===== src/rtl/reaction_display.sv =====
// Reaction-time readout: converts a captured 13-bit millisecond value to BCD
// and multiplexes it onto a 4-digit 7-segment display. Option: REACTION_DISPLAY_DP_EN.
module reaction_display #(
  parameter int REFRESH_DIV = 25000,
  parameter int BLINK_STEPS = 256
) (
  input  logic        clk,
  input  logic        reset_n,
  input  logic        waiting_to_start,
  input  logic        test_active,
  input  logic        show_result,
  input  logic [12:0] time_elapsed,
  output logic [6:0]  seg,
  output logic        dp,
  output logic [3:0]  an,
  output logic        result_ready
);

  localparam int RW = (REFRESH_DIV > 1) ? $clog2(REFRESH_DIV) : 1;
  localparam int BW = (BLINK_STEPS > 1) ? $clog2(BLINK_STEPS) : 1;
  localparam logic [RW-1:0] REFRESH_MAX = RW'(REFRESH_DIV - 1);
  localparam logic [BW-1:0] BLINK_MAX   = BW'(BLINK_STEPS - 1);
  localparam logic [6:0]    SEG_BLANK   = 7'b1111111;
  localparam logic [6:0]    SEG_DASH    = 7'b0111111;
  localparam logic [3:0]    CONV_LAST   = 4'd13;

  typedef enum logic [1:0] {
    IDLE    = 2'd0,
    CONVERT = 2'd1,
    HOLD    = 2'd2
  } state_e;

  function automatic logic [6:0] seg_of(input logic [3:0] v);
    logic [6:0] s;
    case (v)
      4'd0:    s = 7'b1000000;
      4'd1:    s = 7'b1111001;
      4'd2:    s = 7'b0100100;
      4'd3:    s = 7'b0110000;
      4'd4:    s = 7'b0011001;
      4'd5:    s = 7'b0010010;
      4'd6:    s = 7'b0000010;
      4'd7:    s = 7'b1111000;
      4'd8:    s = 7'b0000000;
      4'd9:    s = 7'b0010000;
      default: s = SEG_BLANK;
    endcase
    return s;
  endfunction

  function automatic logic [3:0] add3(input logic [3:0] nib);
    return (nib >= 4'd5) ? (nib + 4'd3) : nib;
  endfunction

  logic [1:0] rst_sync_q;
  logic       rst_n_int;

  // Assert asynchronously, release two clocks after reset_n rises.
  always_ff @(posedge clk or negedge reset_n) begin
    if (!reset_n) begin
      rst_sync_q <= 2'b00;
    end else begin
      rst_sync_q <= {rst_sync_q[0], 1'b1};
    end
  end

  assign rst_n_int = rst_sync_q[1];

  state_e        state_q, state_d;
  logic [3:0]    cnt_q, cnt_d;
  logic [12:0]   bin_q, bin_d;
  logic [15:0]   bcd_q, bcd_d;
  logic [15:0]   bcd_adj;
  logic          rr_q, rr_d;
  logic          show_prev_q, show_prev_d;
  logic          show_rise;

  logic [RW-1:0] refresh_q, refresh_d;
  logic [BW-1:0] blink_cnt_q, blink_cnt_d;
  logic          blink_q, blink_d;
  logic [1:0]    digit_q, digit_d;
  logic          advance;

  logic [6:0]    seg_q, seg_d;
  logic          dp_q, dp_d;
  logic [3:0]    an_q, an_d;

  // show_prev resets high so a level held through reset is not a new edge.
  assign show_rise = show_result & ~show_prev_q;
  assign bcd_adj   = {add3(bcd_q[15:12]), add3(bcd_q[11:8]),
                      add3(bcd_q[7:4]), add3(bcd_q[3:0])};

  // Converter next-state: capture on rising edge, shift one bit per cycle.
  always_comb begin
    state_d     = state_q;
    cnt_d       = cnt_q;
    bin_d       = bin_q;
    bcd_d       = bcd_q;
    rr_d        = rr_q;
    show_prev_d = show_result;
    if (show_rise) begin
      state_d = CONVERT;
      cnt_d   = 4'd0;
      bin_d   = time_elapsed;
      bcd_d   = 16'd0;
      rr_d    = 1'b0;
    end else if (!show_result) begin
      state_d = IDLE;
      rr_d    = 1'b0;
    end else begin
      case (state_q)
        IDLE: begin
          rr_d = 1'b0;
        end
        CONVERT: begin
          if (cnt_q == CONV_LAST) begin
            state_d = HOLD;
            rr_d    = 1'b1;
          end else begin
            bcd_d = {bcd_adj[14:0], bin_q[12]};
            bin_d = {bin_q[11:0], 1'b0};
            cnt_d = cnt_q + 4'd1;
          end
        end
        HOLD: begin
          rr_d = 1'b1;
        end
        default: begin
          state_d = IDLE;
          rr_d    = 1'b0;
        end
      endcase
    end
  end

  // Converter state registers.
  always_ff @(posedge clk or negedge rst_n_int) begin
    if (!rst_n_int) begin
      state_q     <= IDLE;
      cnt_q       <= 4'd0;
      bin_q       <= 13'd0;
      bcd_q       <= 16'd0;
      rr_q        <= 1'b0;
      show_prev_q <= 1'b1;
    end else begin
      state_q     <= state_d;
      cnt_q       <= cnt_d;
      bin_q       <= bin_d;
      bcd_q       <= bcd_d;
      rr_q        <= rr_d;
      show_prev_q <= show_prev_d;
    end
  end

  // Refresh, digit-index and blink counters.
  always_comb begin
    advance     = (refresh_q == REFRESH_MAX);
    refresh_d   = advance ? '0 : (refresh_q + RW'(1));
    digit_d     = digit_q;
    blink_cnt_d = blink_cnt_q;
    blink_d     = blink_q;
    if (advance) begin
      digit_d = digit_q + 2'd1;
      if (blink_cnt_q == BLINK_MAX) begin
        blink_cnt_d = '0;
        blink_d     = ~blink_q;
      end else begin
        blink_cnt_d = blink_cnt_q + BW'(1);
      end
    end else begin
      digit_d = digit_q;
    end
  end

  // Counter registers.
  always_ff @(posedge clk or negedge rst_n_int) begin
    if (!rst_n_int) begin
      refresh_q   <= '0;
      digit_q     <= 2'd0;
      blink_cnt_q <= '0;
      blink_q     <= 1'b1;
    end else begin
      refresh_q   <= refresh_d;
      digit_q     <= digit_d;
      blink_cnt_q <= blink_cnt_d;
      blink_q     <= blink_d;
    end
  end

  logic [3:0] nib;
  logic       zblank;
  logic       lead3, lead2, lead1;

  assign lead3 = (bcd_q[15:12] == 4'd0);
  assign lead2 = lead3 & (bcd_q[11:8] == 4'd0);
  assign lead1 = lead2 & (bcd_q[7:4] == 4'd0);

  // Display content for the currently selected digit, by flag priority.
  always_comb begin
    seg_d  = SEG_BLANK;
    dp_d   = 1'b1;
    an_d   = 4'b1110;
    nib    = bcd_q[3:0];
    zblank = 1'b0;
    case (digit_q)
      2'd0: begin an_d = 4'b1110; nib = bcd_q[3:0];   zblank = 1'b0;  end
      2'd1: begin an_d = 4'b1101; nib = bcd_q[7:4];   zblank = lead1; end
      2'd2: begin an_d = 4'b1011; nib = bcd_q[11:8];  zblank = lead2; end
      2'd3: begin
        an_d = 4'b0111;
        nib  = bcd_q[15:12];
`ifdef REACTION_DISPLAY_DP_EN
        zblank = 1'b0;
`else
        zblank = lead3;
`endif
      end
      default: begin an_d = 4'b1110; nib = bcd_q[3:0]; zblank = 1'b0; end
    endcase
    if (show_result) begin
      if (rr_q) begin
        seg_d = zblank ? SEG_BLANK : seg_of(nib);
`ifdef REACTION_DISPLAY_DP_EN
        dp_d  = (digit_q == 2'd3) ? 1'b0 : 1'b1;
`else
        dp_d  = 1'b1;
`endif
      end else begin
        seg_d = SEG_BLANK;
      end
    end else if (test_active) begin
      seg_d = SEG_BLANK;
    end else if (waiting_to_start) begin
      seg_d = blink_q ? SEG_DASH : SEG_BLANK;
    end else begin
      seg_d = SEG_BLANK;
    end
  end

  // Registered display outputs.
  always_ff @(posedge clk or negedge rst_n_int) begin
    if (!rst_n_int) begin
      seg_q <= SEG_BLANK;
      dp_q  <= 1'b1;
      an_q  <= 4'b1110;
    end else begin
      seg_q <= seg_d;
      dp_q  <= dp_d;
      an_q  <= an_d;
    end
  end

  assign seg          = seg_q;
  assign dp           = dp_q;
  assign an           = an_q;
  assign result_ready = rr_q;

endmodule


===== config.mk =====
export PLATFORM = sky130hd
export DESIGN_NAME = reaction_display
export DESIGN_NICKNAME = d
export VERILOG_FILES = /design/src/rtl/reaction_display.sv
export SDC_FILE = /design/constraint.sdc
export NUM_CORES = 1
export LEC_CHECK = 0
export CAP_MARGIN = 20
export CORE_ASPECT_RATIO = 0.5
export CORE_MARGIN = 2
export CORE_UTILIZATION = 35
export DETAILED_ROUTE_END_ITERATION = 8
export SETUP_SLACK_MARGIN = 0.02
export SLEW_MARGIN = 20
export SYNTH_ARGS = -nofsm -noshare
export SYNTH_HDL_FRONTEND = slang
export SYNTH_SLANG_ARGS = --single-unit

===== constraint.sdc =====
create_clock -name clk -period 2.78 [get_ports clk]
set_input_delay 0.417 -clock clk [delete_from_list [all_inputs] [get_ports clk]]
set_output_delay 0.417 -clock clk [all_outputs]
set_load 0.1 [all_outputs]

==> results of run 1 <==
cells in the final DEF, fill, tap and decap left out, types with 5 or more instances in the layout:
cell type | synthesis | final
clkbuf_16 | 0 | 9
nand2_1 | 50 | 50
dfstp_2 | 12 | 12
nor3_1 | 5 | 5
clkdlybuf4s50_1 | 0 | 17
inv_1 | 20 | 20
and3_1 | 5 | 5
xnor2_1 | 13 | 13
a21oi_1 | 18 | 18
ha_1 | 23 | 23
nand3_1 | 17 | 17
buf_4 | 1 | 17
nand2b_1 | 6 | 6
dfrtp_1 | 64 | 63
o21ai_0 | 43 | 43
nor2_1 | 22 | 22
mux2i_1 | 15 | 15
nand4_1 | 7 | 7
xor2_1 | 11 | 11
flip-flops by register name (all words and copies together) (netlist names):
name          flops
an                4
bcd_q            16
bin_q            13
blink_cnt_q       8
blink_q           1
cnt_q             4
digit_q           2
refresh_q        15
result_ready      1
rst_sync_q        2
seg               7
show_prev_q       1
state_q           2
cells in the mapped netlist, types with 2 or more instances:
cell type,number
xor2_1,11
nand3_1,17
nor2_1,22
a21oi_1,18
inv_1,20
o31ai_1,3
nand4_1,7
or4_4,2
a222oi_1,3
mux2i_1,15
nand2_1,50
dfrtp_1,64
xnor2_1,13
a22o_1,2
nand2b_1,6
nor3b_1,2
dfstp_2,12
ha_1,23
o21ai_0,43
buf_2,2
nor4bb_1,2
clkbuf_1,9
nor3_1,5
a32o_1,2
a31oi_1,2
nor2b_1,3
a21o_1,3
a22oi_1,3
and3_1,5
cell type report:
cell class	count	area (µm²)	share of cell area (%)
multi-input cells	275	1789	39.11
clock buffers	11	242.7	5.306
inverters	21	78.83	1.723
clock inverters	5	52.55	1.149
well taps	140	175.2	3.829
flip-flops and latches	76	1918	41.93
repair buffers	35	317.8	6.947
worst reg2reg max path, stage by stage (launching register included):
cell      delay (ns)
dfrtp_1         0.40
inv_1           0.13
ha_1            0.24
clkinv_1        0.20
mux2i_1         0.53
ha_1            0.35
o21ai_0         0.19
nand4_1         0.13
cell families after synthesis:
logic type                 count (synthesis)  synth area share [%]
AOI/OAI and AO/OA                         82                 12.48
xor gates and xnor gates                  24                 5.488
adders and majority gates                 23                 7.514
buffers and inverters                     33                 3.397
DFF                                       76                 50.05
muxes                                     17                 4.508
other                                      1               0.09791
and+or+nand+nor                          127                 16.47
worst min path at each step:
stage | start | to | cells past startpoint
global placement | rst_sync_q[1] | refresh_q[7] | 0
finish | rst_sync_q[1] | refresh_q[14] | 0
CTS | rst_sync_q[1] | refresh_q[14] | 0
detailed placement | rst_sync_q[1] | refresh_q[7] | 0
floorplan | reset_n | rst_sync_q[0] | 0
global route | rst_sync_q[1] | refresh_q[5] | 0
per-layer routing:
layer / wire length, µm / track usage (%) / part of all wire (%)
met5: 0 / 0 / 0
met4: 68 / 4.486 / 0.93
met3: 289 / 5.028 / 4.0
met2: 3150 / 21.31 / 43
met1: 3768 / 18.04 / 52
power breakdown:
group          switching, mW  leakage [nW]  internal (mW)
registers             0.0294         0.982           1.15
logic                 0.0999         0.832         0.0698
clock network          0.442         0.145          0.714
total                  0.571          1.96           1.93
stage by stage:
step	instances	setup WS, ns	cell area (µm²)	hold WS (ns)
finish	563	0.4970	4574	0.1744
global route	563	0.3082	4574	0.2062
CTS	562	0.5019	4567	0.1935
detailed placement	546	0.4255	4272	0.1911
global placement	546	0.4487	4272	0.1902
floorplan	384	0.5277	3834	0.1214
==> metrics.cfg, run 1 <==
[run_status]
status=completed

[global_route]
grt_antenna_before_repair=0
overflow=0
grt_max_degree=61
grt_usage_pct=13.78
grt_pass1_vias=2720
grt_pass1_wl_mm=13.12

[power]
powerDensity_nw_per_um2=547.5
power_mw=2.504
p_leak_nw=1.959
vdd_ir_drop_max_mv=0.2213

[yosys]
synth_top_area_cell=dfrtp_1
synth-seq-area-share_pct=50.05
ys_top_cells_by_area=dfrtp_1 (42%), dfstp_2 (8.2%), ha_1 (7.5%)
synth-edff-count=0
syn_avg_cell_area_um2=10.00
ys_warn_count=0
synthCells=383
ys_types=43
synth.ff_latch_count=76
ys_dominant_reg_cell=dfrtp_1
yosysTopAreaCellShare_pct=41.82
syn_area_um2=3830
synth-async-reset-ratio_pct=100.0

[clock_tree]
clock_latency_ns=0.34
clkTransAtPathRegs_ns=0.06
cts_max_level=3
root_buffer=clkbuf_16
post_cts_buffers=0
cts_buffer_depth=2
postCtsHoldBufs=0
cts_resized=0
clock-sinks=76
cts_tree=built
cts_buffers=9

[worst_setup_path]
crit_path_frequent_cell=ha_1
critPathTopFamily=adder cells
critPathKind=reg2reg
cp-startpoint=digit_q[0]
r2r_cells=7
cp.arrival_ns=2.50
r2r_start=digit_q[0]
cp_num_buf_inv=2
cp.required_ns=3.00
reg2reg_slack_ns=0.50
endpoint_kind=flop
cp_cell_sequence=inv_1, ha_1, clkinv_1, mux2i_1, ha_1, o21ai_0, nand4_1
cp_num_cells=7
endpoint=seg[3]
path_max_fanout=7
reg2reg_to=seg[3]
crit_path_top_delay_cell=mux2i_1
cp-start-kind=flop
max_stage_delay_ns=0.53

[floorplanning]
ios=31
core_area_um2=10410
die_area_um2=11850
dieWidth_um=151.9
rows=26
die_h_um=77.97
start_util_pct=36.79

[sta]
final_max_slew_viol_count=0
fin_crit_ns=2.283
grt_setup_unrepaired=no
finalSetupTns_ns=0
finalHoldViolations=0
setup_violations=0
slew_headroom_pct=44.91
worst_slew_pin_slew_ns=0.8034
fin_crit_sh_pct=82.12
clock_skew_ns=0.007022
max_freq_mhz=438.0

[detailed_routing]
via_per_inst=4.776
drc=0
initialDrtViolationCount=150
wl_per_cell_um=12.93
vias=2689
final_antenna_net_count=0
drt_wl_total_mm=7.277
drt_first_pass_iters=4

[min_path]
holdCritPathClass=reg2async

[cells_and_area]
fillerInstances=999
drive_gt1_share_pct=12.29
utilization_pct=43.94
finish.net_count=459
antenna-diode-count=0
area.growth.synth_to_final_pct=19.44

[placement]
port_buffers=29
hpwl_mm=5.001
globalplace.congestion=0.7534

[run]
maxCapViolCount=0

Note: power is estimated with default switching activity, not from simulation.
==> run 2, diff against run 1 <==
clock period = 2.2 ns   (was 2.78 ns; I/O delays follow)
==> run 2 against run 1 <==
Via count increased by 5.2%. Cell count is 1.2% higher. Utilization is 0.65 points higher. Sequential power is 26% higher. Design area increased by 1.5%. Die area unchanged. Count of clock-buffer cells in the layout increased by 1. Critical endpoint unchanged.
==> metrics.cfg, run 2 (synthesized netlist as in run 1, its figures left out) <==
[sta]
setup_violations=0  ; unchanged
fin_crit_ns=2.091  ; -0.1922 ns
final_max_slew_viol_count=0  ; unchanged
finalSetupTns_ns=0  ; unchanged
worst_slack_ns=0.1092  ; -0.3878 ns
fin_crit_sh_pct=95.04  ; +13 points
finalHoldViolations=0  ; unchanged
clock_skew_ns=0.007750  ; +0.0007284 ns
slew_headroom_pct=56.84  ; +12 points
worst_slew_pin_slew_ns=0.6467  ; -0.1566 ns
grt_setup_unrepaired=yes
max_freq_mhz=478.3  ; +9.2%

[cells_and_area]
design_area_um2=4642  ; +1.5%
final_common_cell=dfrtp_1
area.growth.synth_to_final_pct=21.20
final_cell_mix=dfrtp_1 (63), nand2_1 (50), o21ai_0 (43), buf_4 (24), ha_1 (23)
antenna-diode-count=0  ; unchanged
fillerInstances=1021  ; +2.2%
reg_top3=bcd_q (16), refresh_q (15), bin_q (13)
top_register=bcd_q
finish.net_count=466  ; +1.5%
drive_gt1_share_pct=14.19  ; +1.9 points
largest_reg_flops=16  ; unchanged

[global_route]
grt_max_degree=34  ; -44%
grt_usage_pct=13.66  ; -0.13 points
grt_pass1_wl_mm=13.21  ; +0.69%
overflow=0  ; unchanged
grt_pass1_vias=2785  ; +2.4%
grt_antenna_before_repair=0  ; unchanged

[worst_setup_path]
cp_cell_sequence=inv_1, ha_1, a222oi_1, mux2i_2, ha_1, o21ai_0, nand4_1
cp.arrival_ns=2.34  ; -0.16 ns
cp_num_buf_inv=1  ; -1
max_stage_delay_ns=0.44  ; -0.09 ns
path_max_fanout=7  ; unchanged
critPathKind=reg2reg
endpoint_kind=flop
cp-start-kind=flop
crit_path_top_delay_cell=a222oi_1
crit_path_frequent_cell=ha_1
critPathTopFamily=compound AO/OA/AOI/OAI gates
cp.required_ns=2.45  ; -0.55 ns

[clock_tree]
clock-sinks=76  ; unchanged
cts_buffer_depth=2  ; unchanged
post_cts_buffers=0  ; unchanged
clock_latency_ns=0.34  ; about the same
clkTransAtPathRegs_ns=0.06  ; about the same
root_buffer=clkbuf_16
cts_max_level=3  ; unchanged
cts_buffers=9  ; unchanged
cts_tree=built

[power]
p_switching_mw=0.7136  ; +25%
pwr-share-clk_pct=46.0  ; -0.2 points
swShare_pct=22.55  ; -0.25 points
p_leak_nw=2.007  ; +2.4%
powerDensity_nw_per_um2=681.8  ; +25%
power_frac_comb_pct=6.9  ; about the same
power_mw=3.165  ; +26%
p_int_mw=2.451  ; +27%
vdd_ir_drop_max_mv=0.3781  ; +71%
seq_power_share_pct=47.1  ; about the same

[detailed_routing]
dr_wl_met2_mm=3.337  ; +5.9%
drt_first_pass_iters=4  ; unchanged
top_layer=met4
drc=0  ; unchanged
wl_met3_um=306  ; +5.9%
drt_wl_total_mm=7.493  ; +3.0%
initialDrtViolationCount=184  ; +23%
via_per_inst=4.963  ; +3.9%
drt-met1-wl_mm=3.752  ; -0.42%
wl_per_cell_um=13.15  ; +1.7%
vias=2829  ; +5.2%
final_antenna_net_count=0  ; unchanged

[floorplanning]
dieWidth_um=151.9  ; unchanged
die_area_um2=11850  ; unchanged
ios=31  ; unchanged
start_util_pct=36.79  ; unchanged
rows=26  ; unchanged
core_area_um2=10410  ; unchanged
die_h_um=77.97  ; unchanged

[run]
maxCapViolCount=0  ; unchanged

[placement]
pre_cts_ws_ns=0.01699  ; -0.4085 ns
port_buffers=29  ; unchanged
hpwl_mm=5.341  ; +6.8%
globalplace.congestion=0.7714  ; +2.4%
post_dp_cell_area_um2=4332  ; +1.4%

[min_path]
holdCritPathClass=in2async

[run_status]
status=completed

-- run 2: cell type report --
| cell class | instances | area [µm²] | area share, % |
|---|---|---|---|
| inverters | 21 | 78.83 | 1.698 |
| well taps | 140 | 175.2 | 3.774 |
| multi-input cells | 275 | 1804 | 38.87 |
| clock inverters | 4 | 48.80 | 1.051 |
| repair buffers | 42 | 370.4 | 7.978 |
| clock buffers | 12 | 246.5 | 5.310 |
| flip-flops and latches | 76 | 1918 | 41.32 |
-- run 2: stage by stage --
step	cells	hold slack [ns]	utilization (%)
2_1_floorplan	384	0.03441	-
3_3_place_gp	554	0.2223	41.61
3_5_place_dp	554	0.2264	41.61
4_1_cts	570	0.1551	44.48
5_1_grt	570	0.1546	44.59
6_report	570	0.1587	44.59
-- run 2: power groups by stage --
| stage | Clock (mW) | Sequential [mW] | Combinational, mW |
|---|---|---|---|
| after global placement | 0 | 1.51 | 0.218 |
| after floorplan | 0 | 1.54 | 0.108 |
| final | 1.45 | 1.49 | 0.219 |
| after detailed placement | 0 | 1.52 | 0.221 |
| after global routing | 1.56 | 1.50 | 0.249 |
| after CTS | 1.49 | 1.49 | 0.222 |
-- run 2: timing repair --
| action | in CTS | in global routing |
|---|---|---|
| pin swaps | 0 | 1 |
| resized for setup | 1 | 3 |
| endpoints found under the setup margin | 1 | 19 |
| hold buffers | 0 | 0 |
-- run 2: path summary, 6_finish.rpt --
kind                               start            end  slack, ns  depth (start not counted)
setup / recovery              digit_q[1]         seg[3]       0.11                          7
hold / removal                   reset_n  rst_sync_q[0]       0.16                          1
setup reg to reg              digit_q[1]         seg[3]       0.11                          7
hold reg to reg            rst_sync_q[1]  refresh_q[13]       0.21                          0
max in group asynchronous  rst_sync_q[1]          an[3]       1.36                          1
min in group clk           rst_sync_q[0]  rst_sync_q[1]       0.35                          0
-- run 2: worst reg2reg max path, stage by stage, from the launching register on --
cell and delay (ns):
dfrtp_1 0.36, inv_1 0.08, ha_1 0.26, a222oi_1 0.44, mux2i_2 0.23, ha_1 0.33
o21ai_0 0.17, nand4_1 0.13
-- run 2: per-layer routing --
metal,vias up,track usage (%)
li1,1414,-
met1,1363,18.00
met2,41,21.17
met3,11,4.637
met4,0,4.579
met5,-,0
==> run 3, diff against run 2 <==
HOLD_SLACK_MARGIN = 0.1   (was unset)
==> results of run 3 <==
The final DEF is identical to that of run 2; final timing and power are the same.
